$ cat src/rtl/instr_fetch_unit.sv
// Instruction fetch unit: owns the fetch PC, issues one memory read at a time,
// and buffers {pc, instr} pairs in a small FIFO toward decode.
//
// state | meaning
// IDLE  | FIFO full, waiting for decode to free a slot
// REQ   | read request presented at pc
// WAIT  | request accepted, waiting for its response
// DROP  | a redirect orphaned an accepted request; swallow its response
module instr_fetch_unit #(
  parameter int                ADDR_W     = 32,
  parameter int                DATA_W     = 32,
  parameter logic [ADDR_W-1:0] RESET_PC   = '0,
  parameter int                FIFO_DEPTH = 2
) (
  input  logic              clk,
  input  logic              rst,
  input  logic              redirect_valid,
  input  logic [ADDR_W-1:0] redirect_pc,
  output logic              mem_req_valid,
  input  logic              mem_req_ready,
  output logic [ADDR_W-1:0] mem_req_addr,
  input  logic              mem_rsp_valid,
  input  logic [DATA_W-1:0] mem_rsp_data,
  output logic              out_valid,
  input  logic              out_ready,
  output logic [ADDR_W-1:0] out_pc,
  output logic [DATA_W-1:0] out_instr,
  output logic [ADDR_W-1:0] pc
);

  localparam int PTR_W = $clog2(FIFO_DEPTH);
  localparam int CNT_W = PTR_W + 1;

  typedef enum logic [1:0] {IDLE, REQ, WAIT, DROP} state_t;

  state_t              state_q, state_d;
  logic                req_valid_q;
  logic [ADDR_W-1:0]   pc_q, pc_d;
  logic [ADDR_W-1:0]   req_pc_q, req_pc_d;
  logic [CNT_W-1:0]    count_q, count_nxt;
  logic [PTR_W-1:0]    wr_ptr_q, rd_ptr_q;
  logic [ADDR_W-1:0]   fifo_pc_q    [FIFO_DEPTH];
  logic [DATA_W-1:0]   fifo_instr_q [FIFO_DEPTH];

  logic                req_fire, push, pop, space;
  logic [ADDR_W-1:0]   redirect_pc_al;
  logic                unused_rpc;

  assign unused_rpc     = ^redirect_pc[1:0];
  assign redirect_pc_al = {redirect_pc[ADDR_W-1:2], 2'b00};

  assign req_fire  = req_valid_q & mem_req_ready;
  assign pop       = (count_q != '0) & out_ready;
  assign push      = (state_q == WAIT) & mem_rsp_valid & ~redirect_valid;
  assign count_nxt = count_q + CNT_W'(push) - CNT_W'(pop);
  // Space is judged after this cycle's push/pop so the single outstanding
  // response can always land.
  assign space     = count_nxt < CNT_W'(FIFO_DEPTH);

  assign mem_req_valid = req_valid_q;
  assign mem_req_addr  = pc_q;
  assign pc            = pc_q;
  assign out_valid     = (count_q != '0);
  assign out_pc        = fifo_pc_q[rd_ptr_q];
  assign out_instr     = fifo_instr_q[rd_ptr_q];

  always_comb begin
    state_d  = state_q;
    pc_d     = pc_q;
    req_pc_d = req_pc_q;
    if (redirect_valid) begin
      pc_d = redirect_pc_al;
      unique case (state_q)
        IDLE:    state_d = REQ;
        REQ:     state_d = req_fire ? DROP : REQ;
        WAIT:    state_d = mem_rsp_valid ? REQ : DROP;
        DROP:    state_d = mem_rsp_valid ? REQ : DROP;
        default: state_d = IDLE;
      endcase
    end else begin
      unique case (state_q)
        IDLE: if (space) state_d = REQ;
        REQ: begin
          if (req_fire) begin
            req_pc_d = pc_q;
            pc_d     = pc_q + ADDR_W'(4);
            state_d  = WAIT;
          end
        end
        WAIT:    if (mem_rsp_valid) state_d = space ? REQ : IDLE;
        DROP:    if (mem_rsp_valid) state_d = REQ;
        default: state_d = IDLE;
      endcase
    end
  end

  always_ff @(posedge clk or negedge rst) begin
    if (!rst) begin
      state_q     <= IDLE;
      req_valid_q <= 1'b0;
      pc_q        <= RESET_PC;
      req_pc_q    <= RESET_PC;
      count_q     <= '0;
      wr_ptr_q    <= '0;
      rd_ptr_q    <= '0;
      for (int i = 0; i < FIFO_DEPTH; i++) begin
        fifo_pc_q[i]    <= '0;
        fifo_instr_q[i] <= '0;
      end
    end else begin
      state_q     <= state_d;
      req_valid_q <= (state_d == REQ);
      pc_q        <= pc_d;
      req_pc_q    <= req_pc_d;
      if (redirect_valid) begin
        count_q  <= '0;
        wr_ptr_q <= '0;
        rd_ptr_q <= '0;
      end else begin
        count_q <= count_nxt;
        if (push) begin
          fifo_pc_q[wr_ptr_q]    <= req_pc_q;
          fifo_instr_q[wr_ptr_q] <= mem_rsp_data;
          wr_ptr_q               <= wr_ptr_q + PTR_W'(1);
        end
        if (pop) rd_ptr_q <= rd_ptr_q + PTR_W'(1);
      end
    end
  end

endmodule
$ cat config.mk
export PLATFORM = sky130hd
export DESIGN_NAME = instr_fetch_unit
export DESIGN_NICKNAME = d
export VERILOG_FILES = /design/src/rtl/instr_fetch_unit.sv
export SDC_FILE = /design/constraint.sdc
export NUM_CORES = 1
export LEC_CHECK = 0
export CORE_ASPECT_RATIO = 0.6
export CORE_MARGIN = 1
export CORE_UTILIZATION = 35
export CTS_BUF_LIST = sky130_fd_sc_hd__clkbuf_8
export CTS_CLUSTER_DIAMETER = 30
export DETAILED_ROUTE_END_ITERATION = 8
export GPL_TIMING_DRIVEN = 0
export SYNTH_ARGS = -nofsm -noshare
export SYNTH_HDL_FRONTEND = slang
export SYNTH_SLANG_ARGS = --single-unit
export TNS_END_PERCENT = 10
$ cat constraint.sdc
create_clock -name clk -period 2 [get_ports clk]
set_clock_uncertainty 0.1 [all_clocks]
set_input_delay 0.4 -clock clk [delete_from_list [all_inputs] [get_ports clk]]
set_output_delay 0.4 -clock clk [all_outputs]
set_load 0.02 [all_outputs]
==> results of run 1 <==
[flip-flops by register name, summed over array words and instances, names as in the netlist]
| signal | flops |
|---|---|
| state_q | 2 |
| mem_req_valid | 1 |
| mem_req_addr | 30 |
| rd_ptr_q | 1 |
| fifo_pc_q | 60 |
| fifo_instr_q | 64 |
| req_pc_q | 30 |
| wr_ptr_q | 1 |
| count_q | 2 |
[power groups by stage]
stage / clock network, uW / logic [uW] / registers, uW
finish: 2620 / 5370 / 5490
detailed placement: 0 / 5110 / 5540
global route: 2880 / 5700 / 5650
floorplan: 0 / 3000 / 5400
global placement: 0 / 5070 / 5530
CTS: 2710 / 5020 / 5490
[Yosys cell counts]
cell type,n
a21oi_1,1
a31oi_1,20
and2_1,1
and3_1,4
and4_1,3
and4b_2,1
buf_1,8
buf_2,6
buf_4,36
buf_6,2
clkbuf_1,22
clkinv_1,1
conb_1,1
dfrtp_1,191
ha_1,3
inv_1,5
mux2_2,216
mux2i_1,1
nand2_1,23
nand2b_1,1
nand3_1,9
nand3b_1,1
nand4_1,10
nand4b_4,1
nor2_1,27
nor2b_1,1
nor3_1,2
o211ai_1,1
o21ai_0,15
o311ai_0,1
o31ai_1,15
or2_2,2
or3_1,6
or4_1,17
or4_4,2
xnor2_1,6
xor2_1,6
[final cells by class]
class	count	area [sq um]	share of cell area (%)
clock inverter	15	163	1.38
sequential	191	4820	40.9
multi-input combinational	402	3720	31.5
tap	322	403	3.42
buffer	73	583	4.95
timing repair buffer	205	1840	15.6
clock buffer	17	234	1.98
inverter	6	22.5	0.191
[critical path, stage by stage, from the launching register on]
cell,delay [ns]
dfrtp_2,0.40
buf_12,0.16
buf_12,0.15
mux2_2,0.35
buf_2,0.16
[worst min path at each step]
stage,end,depth (start not counted),start
CTS,count_q[0],2,redirect_valid
floorplan,count_q[0],0,rst
global route,count_q[0],2,redirect_valid
detailed placement,fifo_instr_q[49],1,rst
finish,count_q[0],2,redirect_valid
global placement,fifo_pc_q[16],1,fifo_pc_q[16]
[metrics by stage]
stage / util [%] / power (uW) / setup slack (ns) / TNS [ns]
3_3_place_gp: 45.6 / 10600 / -8.70 / -1702.72
3_5_place_dp: 45.8 / 10600 / -1.05 / -183.52
4_1_cts: 47.3 / 13200 / -0.242 / -24.80
5_1_grt: 48.3 / 14200 / -0.275 / -33.06
6_report: 48.3 / 13500 / -0.199 / -18.69
2_1_floorplan: - / 8400 / -0.0195 / -0.0943
[cell families after synthesis]
| group | count (synthesis) | synth area share [%] |
|---|---|---|
| muxes | 217 | 27.8 |
| other | 1 | 0.0427 |
| and+or+nand+nor | 111 | 7.04 |
| xor gates and xnor gates | 12 | 1.20 |
| adders and majority gates | 3 | 0.428 |
| buffers and inverters | 80 | 5.22 |
| AOI/OAI and AO/OA | 53 | 3.81 |
| DFF | 191 | 54.4 |
[layout by cell type, fill, tap and decap left out, drive strengths merged, types with 9 or more instances in the layout]
cell | netlist | layout
dfrtp | 191 | 191
mux2 | 216 | 216
buf | 52 | 162
or4 | 19 | 19
nand2 | 23 | 23
inv | 5 | 9
a31oi | 20 | 20
dlygate4sd2 | 0 | 30
o21ai | 15 | 15
o31ai | 15 | 15
clkdlybuf4s50 | 0 | 65
nor2 | 27 | 27
nand3 | 9 | 9
nand4 | 10 | 10
clkbuf | 22 | 36
[per-layer routing]
layer | GRT usage [%] | wire length (microns) | vias up
met5 | 0 | 0 | -
met1 | 28.4 | 12200 | 3075
li1 | - | - | 2828
met3 | 4.45 | 1100 | 8
met4 | 3.63 | 129 | 0
met2 | 23.7 | 9140 | 126
[repair_timing]
action	4_1_cts	5_1_grt
gates resized for setup	428	64
setup endpoints to repair	296	209
cloned	1	1
endpoints found under the hold margin	95	0
hold buffers	1	0
pin swaps	2	10
buffers inserted	6	5
==> impl_metrics.csv, run 1 <==
group,metric,value,unit
power,combPwrFrac,39.8,%
power,seqPwrFrac,40.7,%
power,switchingPower,4620,uW
synth,netlist_instances,668,
global_route,overflow,0,
synth,syn_area_per_cell,13.1,sq um
global_route,gr-usage-all-layers,17.8,%
sta,fin_crit,2.20,ns
place,dpl.cell_count,1186,
place,place_congestion,0.764,
power,power_leakage,0.00544,uW
clock_network,cts_sinks,191,
synth,synth_cell_type_count,37,
synth,yosys_warnings,0,
route,num_vias,6037,
power,p_int,8860,uW
route,first_pass_iters,6,
route,detail_route.wl_per_cell,18.3,microns
clock_network,clk_latency,0.47,ns
route,viasPerCell,4.90,
layout,nets,969,
synth,synth_top_area_share,54.4,%
setup_path,worst_r2r_endpoint,"fifo_pc_q[57]",
power,power_density,1140,mW/mm^2
setup_path,start_kind,"register",
sta,setup_viol,143,
place,place.port_buffers,190,
setup_path,critPathKind,"reg -> out",
route,wl,22.5,mm
layout,stdcell_count,1231,
sta,fin_crit_sh,110,%
floorplan,core.rowCount,44,
global_route,grt_antenna_before_repair,0,
sta,drv_slew,0,
place,dpl_cell_area,0.0112,sq mm
run,cap_violations,0,
layout,postLayoutCellArea,0.0118,sq mm
sta,whs,0.290,ns
power,peakVddDrop,0.000532,V
setup_path,worstSetupStartpoint,"rd_ptr_q",
worst_hold_path,hold_class,"in -> reg",
sta,finalHoldViolCount,0,
power,p_sw_share,34.3,%
floorplan,die_w,206,microns
setup_path,timing.rr.start,"state_q[0]",
place,dp_hpwl,15.5,mm
sta,relSlewSlack,48.0,%
layout,syn2layout_area_growth,34.3,%
power,pwr-share-clk,19.4,%
setup_path,endpoint_kind,"output pin",
run_status,violations,"design-rule violations, negative setup slack",
synth,synth_top_area_cell,"dfrtp_1",
clock_network,cts-buffers-inserted,17,
run_status,outcome,"finished, violations left",
synth,ys_seq_elements,191,
floorplan,die_area,0.0257,sq mm
sta,tightest_slew,0.780,ns
floorplan,die_h,125,microns
setup_path,worst-path-max-fanout,10,
floorplan,core,0.0244,sq mm
clock_network,cts_buffer_depth,2,
layout,nFillCells,2218,
route,drc_errors,10,
clock_network,path_clk_slew,0.10,ns
synth,ys_seq_area_share,54.4,%
setup_path,r2r_cells,7,
clock_network,htreeDepth,4,
layout,drive_gt1_share,52.1,%
floorplan,ios,200,
global_route,grt_max_degree,97,
setup_path,crit_arrival,1.70,ns
sta,fmax,455,MHz
floorplan,start_util,36.0,%
global_route,grt_pass1_wl,34.7,mm
route,drtAntennaViolNets,0,
synth,syn_area,0.00878,sq mm
sta,rsz0062_at_grt,"true",
synth,synth.area.top_cells,"dfrtp_1 (54%), mux2_2 (28%), buf_4 (3.1%)",
layout,antennaDiodeCount,0,
route,drt-initial-drc-count,191,
sta,fin_ws,-0.199,ns
global_route,grt_pass1_vias,5870,
setup_path,worstSetupEndpoint,"out_pc[28]",
setup_path,r2r_slack,-0.15,ns
clock_network,ctsRootBufferMaster,"clkbuf_8",
clock_network,cts_tree,"yes",
setup_path,required,1.50,ns
(Power assumes the default switching activity.)
==> inputs of run 2 (changes only) <==
Settings changed: CTS_CLUSTER_DIAMETER 30 to 60, SKIP_LAST_GASP set to 1.
==> run 2 against run 1 <==
Register-to-register slack worse by 0.05 ns. Maximum frequency hardly changed. Core utilization is 0.36 points higher. Combinational power is 6.3% lower. The run still ends with design-rule violations, negative setup slack left. Critical path type is now reg -> reg. Count of clock-buffer cells in the layout stayed put. First-iteration DRC count is 4.2% higher. Sequential cell count stayed put.
==> impl_metrics.csv, run 2 (synthesized netlist as in run 1, its figures left out) <==
group,metric,value,unit
run_status,outcome,"finished, violations left",
run_status,violations,"design-rule violations, negative setup slack",
place,place.port_buffers,190,
layout,largest-register,"fifo_instr_q",
setup_path,start_kind,"register",
global_route,grt_pass1_wl,34.7,mm
floorplan,ios,200,
clock_network,ctsRootBufferMaster,"clkbuf_8",
layout,drive_gt1_share,49.7,%
worst_hold_path,whs_endpoint,"count_q[0]",
worst_hold_path,hp-start,"redirect_valid",
route,detail_route.wl_per_cell,18.1,microns
floorplan,core,0.0244,sq mm
global_route,grt_pass1_vias,5898,
route,first_pass_iters,6,
clock_network,cts-buffers-inserted,17,
sta,finalHoldViolCount,0,
sta,fin_crit_sh,110,%
layout,final_common_cell,"mux2_2",
power,power_density,1110,mW/mm^2
layout,postLayoutCellArea,0.0119,sq mm
route,drtAntennaViolNets,0,
clock_network,path_clk_slew,0.10,ns
global_route,gr-usage-all-layers,17.8,%
setup_path,endpoint_kind,"register",
global_route,use_met3,4.55,%
setup_path,required,2.29,ns
setup_path,worst-path-max-fanout,10,
layout,syn2layout_area_growth,35.3,%
floorplan,die_h,125,microns
setup_path,worst_r2r_endpoint,"mem_req_addr[19]",
setup_path,max_stage_delay,0.59,ns
sta,fin_ws,-0.200,ns
sta,setup_tns,-20.43,ns
place,dp_hpwl,15.5,mm
global_route,top_usage_layer,"met1",
setup_path,crit_chain,"nand2_1, or4_4, buf_6, or4_1, a31oi_1",
global_route,overflow,0,
sta,setup_viol,222,
route,wl,22.5,mm
setup_path,critPathKind,"reg -> reg",
clock_network,cts_tree,"yes",
global_route,grt_antenna_before_repair,0,
power,power_leakage,0.00545,uW
layout,nets,981,
clock_network,clk_latency,0.47,ns
worst_hold_path,whs_path_depth,2,
sta,tightest_slew,0.761,ns
clock_network,htreeDepth,4,
power,peakVddDrop,0.000532,V
global_route,use_met2,23.6,%
setup_path,worst-path-stages,5,
floorplan,die_area,0.0257,sq mm
layout,largest_reg_flops,64,
setup_path,r2r_slack,-0.20,ns
layout,most-common-layout-cells,"mux2_2 (215), dfrtp_1 (161), clkdlybuf4s50_1 (123), buf_2 (59), buf_4 (59)",
route,drt-initial-drc-count,199,
clock_network,cts_buffer_depth,2,
layout,stdcell_count,1243,
sta,relSlewSlack,49.3,%
route,num_vias,6075,
sta,fin_crit,2.20,ns
setup_path,timing.rr.start,"mem_req_addr[3]",
layout,nFillCells,2203,
place,dpl_cell_area,0.0112,sq mm
layout,largest_registers,"fifo_instr_q: 64 flops, fifo_pc_q: 60 flops",
floorplan,start_util,36.0,%
sta,rsz0062_at_grt,"true",
floorplan,core.rowCount,44,
sta,drv_slew,0,
sta,whs,0.313,ns
setup_path,crit_arrival,2.49,ns
route,viasPerCell,4.89,
run,cap_violations,0,
setup_path,worst_path_max_delay_cell,"or4_4",
route,drc_errors,10,
setup_path,crit_family,"simple AND/OR/NAND/NOR gates",
floorplan,die_w,206,microns
place,place_congestion,0.764,
global_route,grt_max_degree,97,
setup_path,worst-path-buf-inv,1,
worst_hold_path,hold_class,"in -> reg",
sta,fmax,455,MHz
layout,antennaDiodeCount,0,
place,dpl.cell_count,1186,
clock_network,cts_sinks,191,
setup_path,r2r_cells,5,
global_route,use_met1,28.3,%
==> run 2: area by class of cell <==
cell class                 instances  area, sq um  area share (%)
buffer                            71          567            4.77
clock buffer                      17          234            1.97
clock inverter                    15          163            1.37
inverter                           6         22.5           0.190
multi-input combinational        402         3740            31.5
sequential                       191         4820            40.6
tap                              322          403            3.39
timing repair buffer             219         1930            16.3
==> run 2: repair_timing <==
item                                    in CTS  in global routing
gates cloned                                 1                  1
hold buffers                                 1                  0
buffers inserted                             6                 19
pin swaps                                    0                 17
hold endpoints to repair                    95                  0
endpoints found under the setup margin     296                299
resized for setup                          313                 58
==> run 2: power breakdown <==
part / switching [uW] / internal (uW)
Combinational: 2380 / 2650
Sequential: 676 / 4810
Clock: 1490 / 1130
==> run 2: worst max-delay path by stage <==
stage,start,end,slack (ns)
floorplan,mem_req_addr[2],mem_req_addr[19],-0.02
global placement,rst,mem_req_addr[20],-8.70
detailed placement,mem_rsp_valid,fifo_pc_q[63],-1.05
CTS,mem_req_addr[29],pc[29],-0.24
global route,mem_req_addr[12],pc[12],-0.28
finish,mem_req_addr[3],mem_req_addr[19],-0.20
==> run 2: through the flow <==
step                      setup WS, ns  total power, uW  util (%)
after floorplan                -0.0195             8400         -
after global placement           -8.70            10600      45.6
after detailed placement         -1.05            10600      45.8
after CTS                       -0.243            13200      47.2
after global routing            -0.280            13900      48.7
final                           -0.200            13100      48.7
==> run 2: metal layers <==
layer	vias to the layer above	share of wire (%)	routed length [microns]
met5	-	0	0
met4	0	0.56	127
met3	8	5.0	1120
met2	137	41	9180
met1	3068	54	12100
li1	2862	-	-
